==> config.mk <==
export PLATFORM = sky130hd
export DESIGN_NAME = mm2s_rd_arbiter
export DESIGN_NICKNAME = d
export VERILOG_FILES = /design/src/rtl/mm2s_pkg.sv /design/src/rtl/mm2s_grant_fifo.sv /design/src/rtl/mm2s_rd_arbiter.sv
export SDC_FILE = /design/constraint.sdc
export NUM_CORES = 1
export LEC_CHECK = 0
export ABC_CLOCK_PERIOD_IN_PS = 7080
export BUFFER_PORTS_ARGS = -buffer_cell sky130_fd_sc_hd__buf_2
export CORE_AREA = 2 2 95 97
export DETAILED_ROUTE_END_ITERATION = 16
export DIE_AREA = 0 0 97 99
export PLACE_DENSITY = 0.87
export SYNTH_ARGS = -nofsm -noshare
export SYNTH_HDL_FRONTEND = slang
export SYNTH_HIERARCHICAL = 1
export SYNTH_SLANG_ARGS = --single-unit
export TNS_END_PERCENT = 30
==> constraint.sdc <==
create_clock -name clk -period 7.08 [get_ports clk]
set_input_delay 0.354 -clock clk [delete_from_list [all_inputs] [get_ports clk]]
set_output_delay 0.354 -clock clk [all_outputs]
set_load 0.03 [all_outputs]
==> src/rtl/mm2s_pkg.sv <==
// Shared types and helpers for the mm2s read arbiter slice.
package mm2s_pkg;

    localparam logic [1:0] AXI_BURST_INCR = 2'b01;

    typedef logic req_id_t;

    function automatic int clog2(input int value);
        int r;
        r = 0;
        while ((1 << r) < value) r++;
        return r;
    endfunction

endpackage

==> src/rtl/mm2s_grant_fifo.sv <==
// In-order grant FIFO: remembers which requester owns each burst in flight.
module mm2s_grant_fifo
    import mm2s_pkg::*;
#(
    parameter int DEPTH = 4,
    parameter int WIDTH = 1
) (
    input  logic                   clk,
    input  logic                   reset,
    input  logic                   push,
    input  logic [WIDTH-1:0]       din,
    input  logic                   pop,
    output logic [WIDTH-1:0]       dout,
    output logic                   full,
    output logic                   empty,
    output logic [clog2(DEPTH):0]  count
);

    localparam int AW = clog2(DEPTH);

    logic [WIDTH-1:0] mem [DEPTH];
    logic [AW-1:0]    wr_ptr;
    logic [AW-1:0]    rd_ptr;

    always_ff @(posedge clk) begin
        if (push) mem[wr_ptr] <= din;
    end

    always_ff @(posedge clk) begin
        if (reset) begin
            wr_ptr <= '0;
            rd_ptr <= '0;
            count  <= '0;
        end else begin
            if (push) wr_ptr <= wr_ptr + 1'b1;
            if (pop)  rd_ptr <= rd_ptr + 1'b1;
            unique case ({push, pop})
                2'b10:   count <= count + 1'b1;
                2'b01:   count <= count - 1'b1;
                default: count <= count;
            endcase
        end
    end

    assign dout  = mem[rd_ptr];
    assign full  = (count == (AW+1)'(DEPTH));
    assign empty = (count == '0);

endmodule

==> src/rtl/mm2s_rd_arbiter.sv <==
// Round-robin two-requester AXI4 read arbiter with in-order R steering.
// Optional burst-length checking: define MM2S_RD_ARB_RLAST_CHECK_EN.
module mm2s_rd_arbiter
    import mm2s_pkg::*;
#(
    parameter int C_M_AXI_ADDR_WIDTH = 32,
    parameter int C_M_AXI_DATA_WIDTH = 32,
    parameter int C_MAX_OUTSTANDING  = 4
) (
    input  logic                          clk,
    input  logic                          reset,
    input  logic [C_M_AXI_ADDR_WIDTH-1:0] s0_axi_araddr,
    input  logic [7:0]                    s0_axi_arlen,
    input  logic                          s0_axi_arvalid,
    output logic                          s0_axi_arready,
    output logic [C_M_AXI_DATA_WIDTH-1:0] s0_axi_rdata,
    output logic [1:0]                    s0_axi_rresp,
    output logic                          s0_axi_rlast,
    output logic                          s0_axi_rvalid,
    input  logic                          s0_axi_rready,
    input  logic [C_M_AXI_ADDR_WIDTH-1:0] s1_axi_araddr,
    input  logic [7:0]                    s1_axi_arlen,
    input  logic                          s1_axi_arvalid,
    output logic                          s1_axi_arready,
    output logic [C_M_AXI_DATA_WIDTH-1:0] s1_axi_rdata,
    output logic [1:0]                    s1_axi_rresp,
    output logic                          s1_axi_rlast,
    output logic                          s1_axi_rvalid,
    input  logic                          s1_axi_rready,
    output logic [C_M_AXI_ADDR_WIDTH-1:0] m_axi_araddr,
    output logic [7:0]                    m_axi_arlen,
    output logic [2:0]                    m_axi_arsize,
    output logic [1:0]                    m_axi_arburst,
    output logic                          m_axi_arvalid,
    input  logic                          m_axi_arready,
    input  logic [C_M_AXI_DATA_WIDTH-1:0] m_axi_rdata,
    input  logic [1:0]                    m_axi_rresp,
    input  logic                          m_axi_rlast,
    input  logic                          m_axi_rvalid,
    output logic                          m_axi_rready,
    output logic                          err_rlast
);

    localparam int CW = clog2(C_MAX_OUTSTANDING) + 1;
`ifdef MM2S_RD_ARB_RLAST_CHECK_EN
    localparam int FW = 9;
`else
    localparam int FW = 1;
`endif

    logic          prio_last;
    req_id_t       ar_id;
    logic          ar_free;
    logic          slot_ok;
    logic          can_grant;
    logic          grant0;
    logic          grant1;
    logic [CW-1:0] fifo_count;
    logic          fifo_full;
    logic          fifo_empty;
    logic          fifo_push;
    logic          fifo_pop;
    logic [FW-1:0] fifo_din;
    logic [FW-1:0] fifo_dout;
    logic          head_valid;
    req_id_t       head_id;

    // The pending AR register counts as an occupied slot before its push.
    always_comb begin
        ar_free   = ~m_axi_arvalid | m_axi_arready;
        slot_ok   = ~fifo_full &
                    ~(m_axi_arvalid &
                      (fifo_count == CW'(C_MAX_OUTSTANDING - 1)));
        can_grant = ~reset & ar_free & slot_ok;
        grant0    = can_grant & s0_axi_arvalid &
                    (~s1_axi_arvalid | prio_last);
        grant1    = can_grant & s1_axi_arvalid &
                    (~s0_axi_arvalid | ~prio_last);
    end

    assign s0_axi_arready = grant0;
    assign s1_axi_arready = grant1;
    assign m_axi_arsize   = 3'(clog2(C_M_AXI_DATA_WIDTH / 8));
    assign m_axi_arburst  = AXI_BURST_INCR;

    always_ff @(posedge clk) begin
        if (reset) begin
            m_axi_arvalid <= 1'b0;
            m_axi_araddr  <= '0;
            m_axi_arlen   <= '0;
            ar_id         <= 1'b0;
            prio_last     <= 1'b1;
        end else if (grant0 | grant1) begin
            m_axi_arvalid <= 1'b1;
            m_axi_araddr  <= grant1 ? s1_axi_araddr : s0_axi_araddr;
            m_axi_arlen   <= grant1 ? s1_axi_arlen : s0_axi_arlen;
            ar_id         <= grant1;
            prio_last     <= grant1;
        end else if (m_axi_arready) begin
            m_axi_arvalid <= 1'b0;
        end
    end

    assign fifo_push = m_axi_arvalid & m_axi_arready;

    mm2s_grant_fifo #(
        .DEPTH (C_MAX_OUTSTANDING),
        .WIDTH (FW)
    ) u_fifo (
        .clk   (clk),
        .reset (reset),
        .push  (fifo_push),
        .din   (fifo_din),
        .pop   (fifo_pop),
        .dout  (fifo_dout),
        .full  (fifo_full),
        .empty (fifo_empty),
        .count (fifo_count)
    );

    assign head_valid = ~fifo_empty & ~reset;
    assign head_id    = fifo_dout[0];

    assign m_axi_rready  = head_valid &
                           (head_id ? s1_axi_rready : s0_axi_rready);
    assign s0_axi_rvalid = m_axi_rvalid & head_valid & ~head_id;
    assign s1_axi_rvalid = m_axi_rvalid & head_valid & head_id;
    assign s0_axi_rdata  = m_axi_rdata;
    assign s1_axi_rdata  = m_axi_rdata;
    assign s0_axi_rresp  = m_axi_rresp;
    assign s1_axi_rresp  = m_axi_rresp;
    assign s0_axi_rlast  = m_axi_rlast;
    assign s1_axi_rlast  = m_axi_rlast;
    assign fifo_pop      = m_axi_rvalid & m_axi_rready & m_axi_rlast;

`ifdef MM2S_RD_ARB_RLAST_CHECK_EN
    logic [7:0] beat_cnt;
    logic [7:0] head_len;

    assign fifo_din = {m_axi_arlen, ar_id};
    assign head_len = fifo_dout[8:1];

    // rlast is trusted for the pop; the counter only flags disagreement.
    always_ff @(posedge clk) begin
        if (reset) begin
            beat_cnt  <= '0;
            err_rlast <= 1'b0;
        end else if (m_axi_rvalid & m_axi_rready) begin
            if (m_axi_rlast) begin
                beat_cnt <= '0;
                if (beat_cnt != head_len) err_rlast <= 1'b1;
            end else begin
                beat_cnt <= beat_cnt + 1'b1;
                if (beat_cnt == head_len) err_rlast <= 1'b1;
            end
        end
    end
`else
    assign fifo_din  = ar_id;
    assign err_rlast = 1'b0;
`endif

endmodule

==> results_dict.tcl, run 1 <==
set metrics [dict create \
    run_status "completed" \
    vias 2622 \
    fin_nets 557 \
    leakage_nw 1.66 \
    gp_congestion 0.810 \
    critPathRequiredTime_ns 6.73 \
    cts_root_buffer "clkbuf_8" \
    preCtsSetupSlack_ns 3.85 \
    grt_util_met1 0.188 \
    min_period_ns 3.17 \
    postLayoutSetupSlackWorst_ns 3.91 \
    routedWlPerCell_um 16.1 \
    crit_arrival_ns 2.81 \
    io_buffers 136 \
    cts_repair_resize_count 0 \
    grt_start_max_net_pins 56 \
    async_flop_share 0 \
    cts_buffers 5 \
    seq_area_frac_synth 0.330 \
    slowest_stage "buf_4" \
    gr-usage-met2 0.311 \
    grt_usage 0.170 \
    synthFlopType "dfxtp_1" \
    cts_hold_buf 0 \
    worst-path-max-fanout 55 \
    end_kind "output port" \
    io_pins 245 \
    clk_latency_ns 0.30 \
    drt_iter0_markers 80 \
    antennaDiodeCount 0 \
    cpPeakStageDelay_ns 0.62 \
    coreArea_mm2 0.00855 \
    clock_path_buffers 2 \
    area_growth_pct 5.84 \
    grt_util_met3 0.0645 \
    place_inst 529 \
    skew_ns 0.0103 \
    start_kind "input port" \
    syn_avg_cell_area_um2 9.33 \
    row_count 34 \
    fin_crit_sh 0.447 \
    synth-edff-count 4 \
    rsz0062_at_grt "no" \
    synth_top_area_cell "dfxtp_1" \
    hold_slack_ns 0.317 \
    finalSetupViolations 0 \
    postRouteAntennaNets 0 \
    slew_headroom 0.449 \
    hp-class "input port to flop" \
    synth_common_cells "buf_4, nand2_1, dfxtp_1" \
    cts_setup_buffers 0 \
    die_area_mm2 0.00960 \
    drt-pass1-iter-count 4 \
    synth_warnings 6 \
    r2r_setup_slack_ns 4.19 \
    synth_area_mm2 0.00352 \
    path_class "input port to output port" \
    yosysUniqueCellTypes 36 \
    syn_inst 377 \
    die_w_um 97 \
    hpwl_mm 6.54 \
    cp_cell_sequence "buf_2 > buf_4 > nor2_1 > nand4_2 > buf_4 > clkinv_2 > buf_2" \
    drt_wl_total_mm 8.65 \
    die_y_um 99 \
    h-tree-depth 2 \
    finalHoldViolCount 0 \
    drc_errors 0 \
    maxSlewViolCount 0 \
    cts_tree "yes" \
    layout-drive-gt1-share 0.541 \
    grt_pass1_wl_mm 13.3 \
    tightestPinTransition_ns 0.826 \
    finalSetupTns_ns 0 \
    grt_pass1_vias 2542 \
    synth_seq_cells 56 \
    grt_overflow 0 \
    synth_area_leaders "dfxtp_1, buf_4, a311oi_2, nand2_1, nor2_2" \
    grt_busiest_layer "met2" \
    maxCapViolations 0 \
    yosysMostFrequentCell "buf_4" \
    yosysTopAreaCellShare 0.296 \
    antenna_found_initial 0 \
    cts.clk_slew.worst_paths_ns 0.11 \
    routed_via_density 4.88 \
    cts_sinks 56 \
    peakVddDrop_v 0.0000917 \
    stdcell_count 537 \
    powerDensity_mw_per_mm2 205 \
    initial_core_util 0.411 \
    max_freq_mhz 316 \
]
[state kept, by name, summed over array words and instances, names as in the netlist, named ones only]
register       cells
m_axi_arlen        8
u_fifo/wr_ptr      2
u_fifo/rd_ptr      2
u_fifo/count       3
m_axi_arvalid      1
prio_last          1
u_fifo/mem         4
m_axi_araddr      32
ar_id              1
[layout make-up]
cell class                 count  area (um^2)
clock inverter                 3         42.5
tap                          108          135
timing repair buffer         139          703
fill                         849         4830
multi-input combinational    218         1580
clock buffer                   5         68.8
inverter                       8         31.3
sequential                    56         1160
[metal layers]
metal  wire length, um  up-vias
li1                  -     1281
met1              3210     1197
met2              4500      140
met3               874        4
met4                61        0
met5                 0        -
[layout by cell type, fill, tap and decap left out, types with 3 or more instances in the layout]
master      n
conb_1      6
nor2_1     13
ha_1        5
xor2_1      3
nor2_2     39
inv_1       7
buf_2     136
a21oi_1     4
dfxtp_1    52
buf_4       3
edfxtp_1    4
nand2_1    81
clkbuf_8    5
and2_1      5
a311oi_2   40
[logic make-up (layout without fill, tap and decap cells)]
family | count (synthesis) | count (layout) | share of synthesized area
AO/OA/AOI/OAI | 48 | 48 | 0.187
XOR/XNOR | 5 | 5 | 0.0125
adder cells (fa/ha/maj) | 6 | 6 | 0.0235
buffers and inverters | 107 | 155 | 0.227
flip-flops | 56 | 56 | 0.330
multiplexers | 3 | 3 | 0.0121
other | 2 | 6 | 0.00214
AND/OR/NAND/NOR | 150 | 150 | 0.205
[power by group]
group	switching [W]	internal, W
Clock	0.000107	0.000105
Combinational	0.000124	0.0000707
Sequential	0.0000155	0.000341
Total	0.000247	0.000516
[per-stage QoR]
stage / total power (W) / cell area, um^2 / util
3_5_place_dp: 0.000560 / 3610 / 0.422
2_1_floorplan: 0.000584 / 3530 / -
4_1_cts: 0.000772 / 3720 / 0.435
3_3_place_gp: 0.000554 / 3610 / 0.422
5_1_grt: 0.000800 / 3720 / 0.435
6_report: 0.000764 / 3720 / 0.435
[worst max-delay path, delay by kind of cell]
kind	cells	cell delay, ns
buf+inv	5	2.08
simple gates	2	0.34
[final timing paths]
| check | cells after the start | startpoint | endpoint |
|---|---|---|---|
| hold / removal | 3 | s0_axi_arlen[7] | m_axi_arlen[7] |
| setup / recovery | 7 | reset | s1_axi_arready |
| hold reg to reg | 2 | m_axi_araddr[5] | m_axi_araddr[5] |
| setup reg to reg | 10 | u_fifo/mem[3] | u_fifo/count[2] |
Note: power is estimated with default switching activity, not from simulation.
==> inputs of run 2 (changes only) <==
ABC_CLOCK_PERIOD_IN_PS = 3000   (was 7080)
clock period = 3 ns   (was 7.08 ns; I/O delays follow)
==> results_dict.tcl, run 2 (synthesis gave the netlist of run 1 again) <==
set metrics [dict create \
    post_dp_cell_area_mm2 0.00365 \
    vias 2707 \
    crit_arrival_ns 3.03 \
    maxSlewViolCount 0 \
    initial_core_util 0.411 \
    hpwl_mm 6.82 \
    finalSetupTns_ns 0 \
    fin_nets 560 \
    io_buffers 136 \
    tightestPinTransition_ns 0.799 \
    slew_headroom 0.468 \
    cts_root_buffer "clkbuf_8" \
    layout_common_cells "buf_2, nand2_1, dfxtp_1, a311oi_2, nor2_2" \
    h-tree-depth 2 \
    place_inst 532 \
    finalSetupViolations 0 \
    drc_errors 0 \
    power_w 0.00176 \
    leakage_nw 1.68 \
    die_area_mm2 0.00960 \
    die_w_um 97 \
    stdcell_area_mm2 0.00375 \
    area_growth_pct 6.65 \
    layout_commonest_cell "buf_2" \
    antenna_found_initial 0 \
    die_y_um 99 \
    io_pins 245 \
    regMostFlops "m_axi_araddr" \
    cts.clk_slew.worst_paths_ns 0.10 \
    grt_pass1_vias 2717 \
    worst-path-max-fanout 3 \
    cts_setup_buffers 0 \
    cts_sinks 56 \
    skew_ns 0.00873 \
    drt-pass1-iter-count 4 \
    peakVddDrop_v 0.000219 \
    layout-drive-gt1-share 0.544 \
    cts_hold_buf 0 \
    hp-class "input port to flop" \
    routedWlPerCell_um 16.5 \
    antennaDiodeCount 0 \
    grt_overflow 0 \
    critPathRequiredTime_ns 3.22 \
    start_kind "flop" \
    fillers 847 \
    clock_path_buffers 2 \
    path_class "flop to flop" \
    cts_tree "yes" \
    gp_congestion 0.786 \
    maxCapViolations 0 \
    end_kind "flop" \
    largest_reg_flops 32 \
    top_regs "m_axi_araddr: 32 flops, m_axi_arlen: 8 flops, u_fifo/mem: 4 flops" \
    powerDensity_mw_per_mm2 470 \
    run_status "completed" \
    drt_iter0_markers 70 \
    stdcell_count 540 \
    finalHoldViolCount 0 \
    grt_pass1_wl_mm 13.9 \
    cts_repair_resize_count 0 \
    postRouteAntennaNets 0 \
    max_freq_mhz 356 \
    drt_wl_total_mm 8.90 \
    fin_crit_sh 0.936 \
    routed_via_density 5.01 \
    cts_buffers 5 \
    row_count 34 \
    clk_latency_ns 0.30 \
    min_period_ns 2.81 \
    rsz0062_at_grt "no" \
    grt_usage 0.175 \
    coreArea_mm2 0.00855 \
    grt_start_max_net_pins 54 \
    finish.utilization 0.439 \
]
==> run 2: cell count changes in the layout (fill, tap and decap cells not counted), sizes merged <==
| cell | previous run | this run |
|---|---|---|
| buf | 139 | 142 |
| clkinvlp | 1 | 0 |
| clkinv | 2 | 1 |
| bufinv | 1 | 0 |
| clkbuf | 5 | 8 |
==> run 2: worst paths after layout <==
kind,depth (start not counted),slack (ns),start,end
worst max-delay path,10,0.19,u_fifo/mem[3],u_fifo/count[2]
worst min-delay path,3,0.12,s0_axi_arlen[1],m_axi_arlen[1]
worst max register to register,10,0.19,u_fifo/mem[3],u_fifo/count[2]
worst min register to register,2,0.52,m_axi_araddr[24],m_axi_araddr[24]
==> run 2: routing by layer <==
metal,track usage,vias to the layer above,share of wire
met3,0.0525,10,0.082
met5,0,-,0
met2,0.334,149,0.54
li1,-,1285,-
met4,0.0520,0,0.012
met1,0.185,1263,0.36
==> run 2: where the power goes <==
group / switching [W] / internal [W]
combinational: 0.000298 / 0.000173
sequential: 0.0000366 / 0.000804
clock: 0.000240 / 0.000212
total: 0.000575 / 0.00119
==> run 2: stage by stage <==
stage          worst slack, ns  hold slack, ns
2_1_floorplan           0.0917           0.325
3_3_place_gp             0.405           0.300
3_5_place_dp             0.242           0.300
4_1_cts                  0.201           0.110
5_1_grt                 0.0828           0.108
6_report                 0.191           0.122
==> run 2: cell type report <==
cell class | count | area [um^2] | share of cell area
Multi-Input combinational cell | 218 | 1580 | 0.422
Timing Repair Buffer | 142 | 738 | 0.197
Sequential cell | 56 | 1160 | 0.310
Clock buffer | 8 | 100 | 0.0267
Inverter | 8 | 31.3 | 0.00834
Tap cell | 108 | 135 | 0.0360
==> run 2: worst max-delay path, cell delays in order (launching register included) <==
cell and delay, ns:
edfxtp_1 0.40, mux4_2 0.52, mux2i_1 0.15, nor3_2 0.13, and3_1 0.24, ha_1 0.21, inv_1 0.06, fa_1 0.37
xor2_1 0.16, or3_1 0.31, a21oi_1 0.16
